==> config.mk <==
export PLATFORM = sky130hd
export DESIGN_NAME = add_multi_pipe_flat
export DESIGN_NICKNAME = d
export VERILOG_FILES = /design/src/rtl/add_multi_pipe_if.sv /design/src/rtl/add_multi_pipe.sv /design/src/flat_wrapper.sv
export SDC_FILE = /design/constraint.sdc
export NUM_CORES = 1
export LEC_CHECK = 0
export ABC_CLOCK_PERIOD_IN_PS = 6300
export BUFFER_PORTS_ARGS = -buffer_cell sky130_fd_sc_hd__buf_2
export CAP_MARGIN = 10
export CORE_ASPECT_RATIO = 0.8
export CORE_MARGIN = 8
export CORE_UTILIZATION = 55
export DETAILED_ROUTE_END_ITERATION = 6
export PLACE_DENSITY = 0.8
export SYNTH_ARGS = -nofsm -noshare
export SYNTH_HDL_FRONTEND = slang
export SYNTH_SLANG_ARGS = --single-unit
==> constraint.sdc <==
create_clock -name CLK -period 6.3 [get_ports CLK]
set_input_delay 0.63 -clock CLK [delete_from_list [all_inputs] [get_ports CLK]]
set_output_delay 0.63 -clock CLK [all_outputs]
set_load 0.02 [all_outputs]
==> src/rtl/add_multi_pipe_if.sv <==
// Operand/result bundle for add_multi_pipe: stall enable, tagged operand input,
// tagged sum and carry-out output.
interface add_multi_pipe_if #(
  parameter int WIDTH   = 32,
  parameter int NUM_OPS = 3
);
  logic                     en;
  logic                     in_valid;
  logic [NUM_OPS*WIDTH-1:0] in_ops;
  logic                     out_valid;
  logic [WIDTH-1:0]         o;
  logic [1:0]               out_cy;

  modport master (
    output en, in_valid, in_ops,
    input  out_valid, o, out_cy
  );

  modport slave (
    input  en, in_valid, in_ops,
    output out_valid, o, out_cy
  );
endinterface

==> src/rtl/add_multi_pipe.sv <==
// Pipelined multi-operand adder: the carry chain is cut into SPLIT chunks, one
// chunk per stage, with operand chunks skewed forward and valid tagging.
module add_multi_pipe #(
  parameter int WIDTH   = 32,
  parameter int NUM_OPS = 3,
  parameter int SPLIT   = 2
) (
  input logic            CLK,
  input logic            RST,
  add_multi_pipe_if.slave bus
);
  localparam int CW = WIDTH / SPLIT;

  logic          vld_q  [SPLIT];
  logic [1:0]    cy_q   [SPLIT];
  logic [CW-1:0] res_q  [SPLIT][SPLIT];
  logic [CW-1:0] skew_q [SPLIT][NUM_OPS][SPLIT];
  logic [CW+1:0] tsum   [SPLIT];

  // Stage s adds chunk s of every operand plus the carry out of stage s-1;
  // stage 0 takes its chunks straight from the input bus.
  always_comb begin
    tsum[0] = '0;
    for (int unsigned k = 0; k < NUM_OPS; k++) begin
      tsum[0] = tsum[0] + {2'b00, bus.in_ops[k*WIDTH +: CW]};
    end
    for (int unsigned s = 1; s < SPLIT; s++) begin
      tsum[s] = {{CW{1'b0}}, cy_q[s-1]};
      for (int unsigned k = 0; k < NUM_OPS; k++) begin
        tsum[s] = tsum[s] + {2'b00, skew_q[s-1][k][s]};
      end
    end
  end

  always_ff @(posedge CLK) begin
    if (RST) begin
      for (int unsigned s = 0; s < SPLIT; s++) begin
        vld_q[s] <= 1'b0;
        cy_q[s]  <= '0;
        for (int unsigned c = 0; c < SPLIT; c++) begin
          res_q[s][c] <= '0;
          for (int unsigned k = 0; k < NUM_OPS; k++) begin
            skew_q[s][k][c] <= '0;
          end
        end
      end
    end else if (bus.en) begin
      vld_q[0] <= bus.in_valid;
      cy_q[0]  <= tsum[0][CW+1:CW];
      for (int unsigned c = 0; c < SPLIT; c++) begin
        res_q[0][c] <= (c == 0) ? tsum[0][CW-1:0] : '0;
        for (int unsigned k = 0; k < NUM_OPS; k++) begin
          skew_q[0][k][c] <= bus.in_ops[k*WIDTH + c*CW +: CW];
        end
      end
      // Later stages shift operands and finished chunks along, replacing only their own chunk.
      for (int unsigned s = 1; s < SPLIT; s++) begin
        vld_q[s] <= vld_q[s-1];
        cy_q[s]  <= tsum[s][CW+1:CW];
        for (int unsigned c = 0; c < SPLIT; c++) begin
          res_q[s][c] <= (c == s) ? tsum[s][CW-1:0] : res_q[s-1][c];
          for (int unsigned k = 0; k < NUM_OPS; k++) begin
            skew_q[s][k][c] <= skew_q[s-1][k][c];
          end
        end
      end
    end
  end

  always_comb begin
    bus.o = '0;
    for (int unsigned c = 0; c < SPLIT; c++) begin
      bus.o[c*CW +: CW] = res_q[SPLIT-1][c];
    end
  end

  assign bus.out_valid = vld_q[SPLIT-1];
  assign bus.out_cy    = cy_q[SPLIT-1];
endmodule
==> src/flat_wrapper.sv <==
// flat-port wrapper written by rule: the top's interface ports become plain ports
module add_multi_pipe_flat 
#(
  parameter int WIDTH   = 32,
  parameter int NUM_OPS = 3,
  parameter int SPLIT   = 2
)
  (CLK, RST, bus_en, bus_in_valid, bus_in_ops, bus_out_valid, bus_o, bus_out_cy);
  add_multi_pipe_if #(.WIDTH(WIDTH), .NUM_OPS(NUM_OPS)) bus_i ();
  input logic CLK;
  input logic RST;
  input wire logic [$bits(bus_i.en)-1:0] bus_en;
  input wire logic [$bits(bus_i.in_valid)-1:0] bus_in_valid;
  input wire logic [$bits(bus_i.in_ops)-1:0] bus_in_ops;
  output wire logic [$bits(bus_i.out_valid)-1:0] bus_out_valid;
  output wire logic [$bits(bus_i.o)-1:0] bus_o;
  output wire logic [$bits(bus_i.out_cy)-1:0] bus_out_cy;
  assign bus_i.en = bus_en;
  assign bus_i.in_valid = bus_in_valid;
  assign bus_i.in_ops = bus_in_ops;
  assign bus_out_valid = bus_i.out_valid;
  assign bus_o = bus_i.o;
  assign bus_out_cy = bus_i.out_cy;
  add_multi_pipe #(.WIDTH(WIDTH), .NUM_OPS(NUM_OPS), .SPLIT(SPLIT)) u_core (.CLK(CLK), .RST(RST), .bus(bus_i));
endmodule
==> metrics.md <==
| Metric | Value |
|---|---|
| Status | `finished clean` |
| Capture point of the worst reg-to-reg path | `u_core.cy_q[0][2]$_SDFFCE_PN0P_` |
| Via-to-Cell Ratio | `5.43` |
| Post-place setup slack | `2260 ps` |
| Initial antenna violation count | `0` |
| Register area share after synthesis | `between 40 and 50%` |
| Hold Fails Final Rpt | `0` |
| Async SR Flop Fraction | `0%` |
| Min cycle time layout | `3940 ps` |
| Grt ovf | `0` |
| Critical Path Sink Type | `flop` |
| Clock sinks | `102` |
| # rows | `36` |
| Area leader, netlist | `edfxtp_1` |
| Hold path depth | `1` |
| # setup viols final | `0` |
| Synth area leaders | `edfxtp_1 (45%), ha_1 (9.5%), and2_1 (6.5%), fa_1 (5.8%), inv_1 (4.2%)` |
| Die area | `between 15000 and 20000 um2` |
| Post-Syn Instances | `659` |
| Clock Tree Buf Depth | `2` |
| Yosys reg bits | `about 100` |
| Min-Delay Endpoint | `u_core.res_q[1][30]$_SDFFCE_PN0P_` |
| Total number of vias | `between 5k and 6k` |
| IO Pins | `135` |
| Avg WL per Cell | `~16 um` |
| Pin count of the biggest net entering global routing | `83` |
| Setup Fix Bufs, Post-CTS | `0` |
| H-Tree Depth | `3` |
| Clock Latency Late Sink | `350 ps` |
| Post-synthesis cell type count | `58` |
| Power Total | `0.00213 W` |
| Initial Util | `approximately 56%` |
| Maxcap violations | `0` |
| Post-Route Skew | `approximately 11 ps` |
| Initial DRC count | `332` |
| Most common cell after layout, fill and taps aside | `buf_2` |
| Worst reg2reg setup slack | `~2400 ps` |
| Root Driver | `clkbuf_16` |
| Cts hold-fix bufs | `0` |
| Final worst setup slack | `2360 ps` |
| Drc violations | `0` |
| CP Data Arrival Time | `4160 ps` |
| Yosys top cell area share | `44.7%` |
| Die Wd | `141 um` |
| Ys flop type | `edfxtp_1` |
| Tcrit/Tclk final | `62.5%` |
| Port bufs | `134` |
| Kind of critical path | `flop to flop` |
| RSZ-0062 raised after global routing | `false` |
| Gr usage total | `18.8%` |
| Nets | `959` |
| CTS buffer count | `9` |
| Crit-path max FO | `5` |
| Routability Congestion | `~0.88` |
| Relative slew slack | `between 20 and 30%` |
| Critical Path Start Type | `flop` |
| P_leak | `3.61 nW` |
| Die Span Y | `116 um` |
| Vias in the first global route | `~5.2k` |
| CP startpoint | `u_core.skew_q[0][64]$_SDFFCE_PN0P_` |
| CTS resizes | `0` |
| Fillers | `between 900 and 1k` |
| RR Startpoint | `u_core.skew_q[0][64]$_SDFFCE_PN0P_` |
| Proportion of layout cells with a drive suffix above 1 | `20.3%` |
| HPWL Detailed | `11600 um` |
| Max VDD drop | `0.000137 V` |
| Type of the worst min-delay path | `flop to flop` |
| Area delta synth->final | `16.3%` |
| CTS clk-pin slew, worst paths | `80 ps` |
| Fmax | `254 MHz` |
| Final ANT Viol Nets | `0` |
| Max Slew Vio Count | `0` |
| R2r worst-path depth | `14` |
| Area of the mapped netlist | `6850 um2` |
| Synth Net Count | `just over 800` |
| Post-synth EDFFs | `102` |
| Core Util, Final | `65.5%` |
| Syn_area_per_cell | `10.4 um2` |
| Antenna diodes | `0` |
| Slew @ Worst Pin | `1120 ps` |
| Total Routed Length | `approximately 15000 um` |
| Fin Hold WS | `~510 ps` |
| CTS tree | `done` |
| Core box area | `12200 um2` |
| Power Density | `about 270 nW/um2` |
| Yosys warnings | `0` |
| Most frequent cells in the layout | `buf_2 (134), edfxtp_1 (102), inv_1 (77)` |
| Global-route wire length before repair | `between 20000 and 25000 um` |
| WP data required | `6520 ps` |
| Setup TNS | `0 ps` |
| Worst Hold Launch | `u_core.res_q[0][30]$_SDFFCE_PN0P_` |
| Drt pass-1 iters | `5` |
## area by class of cell
class,instances,area (um2),area share (%)
Multi-Input combinational cell,461,3420,43.0
Sequential cell,102,3060,38.5
Timing Repair Buffer,136,686,8.61
Inverter,77,289,3.63
Clock buffer,9,225,2.83
Tap cell,152,190,2.39
Clock inverter,7,85.1,1.07
## flip-flops by register name, indices dropped and copies added, names as in the netlist
signal / count
u_core.res_q: 48
u_core.skew_q: 48
u_core.cy_q: 4
u_core.vld_q: 2
## how the worst max path moves through the flow
stage | to | slack, ps
after CTS | u_core.cy_q[0][2]$_SDFFCE_PN0P_ | 2370
after detailed placement | u_core.cy_q[0][0]$_SDFFCE_PN0P_ | 2260
final | u_core.cy_q[0][2]$_SDFFCE_PN0P_ | 2360
after global routing | u_core.cy_q[0][2]$_SDFFCE_PN0P_ | 2070
after global placement | u_core.cy_q[0][0]$_SDFFCE_PN0P_ | 2360
after floorplan | u_core.cy_q[0][0]$_SDFFCE_PN0P_ | 2670
## worst max-delay path: stages (launching register included)
cell and delay (ps):
edfxtp_1 370, ha_1 240, fa_1 420, nand3_1 140
nor2_1 90, and3_1 250, xnor2_1 180, fa_1 500
inv_1 50, ha_1 360, and3_1 210, a32oi_1 180
a2111o_1 440, a211o_1 300, nand2_1 70
## Yosys cell counts, drive strengths merged, types with 14 or more instances
master and n:
a21o 14, a21oi 34, and2 71, edfxtp 102
fa 20, ha 52, inv 77, nand2 28
nand3 19, nor2 51, nor3 15, o21ai 28
xnor2 21, xor2 16
## through the flow
stage                     std cells  instance area [um2]
after floorplan                 659                 6850
after CTS                       944                 7960
final                           944                 7960
after detailed placement        928                 7650
after global routing            944                 7960
after global placement          928                 7650
## logic make-up after synthesis
group / count (synthesis) / synth area share (%)
compound gates: 130 / 12.6
xor+xnor: 37 / 4.73
fa+ha+maj: 72 / 15.4
buf+inv: 96 / 5.41
flops: 102 / 44.7
mux: 3 / 0.439
simple gates: 219 / 16.7
## layer usage
metal	vias to the layer above	track usage [%]	share of wire, %
li1	2565	-	-
met1	2372	23.8	46
met2	169	31.1	47
met3	17	4.90	6.3
met4	0	5.79	1.4
met5	-	0	0
## report_power, final
group          total [W]  switching, W  internal, W
Clock           0.000573      0.000256     0.000317
Combinational   0.000696      0.000406     0.000290
Sequential      0.000861     0.0000277     0.000833
No activity file was read; power rests on OpenSTA's default activity.
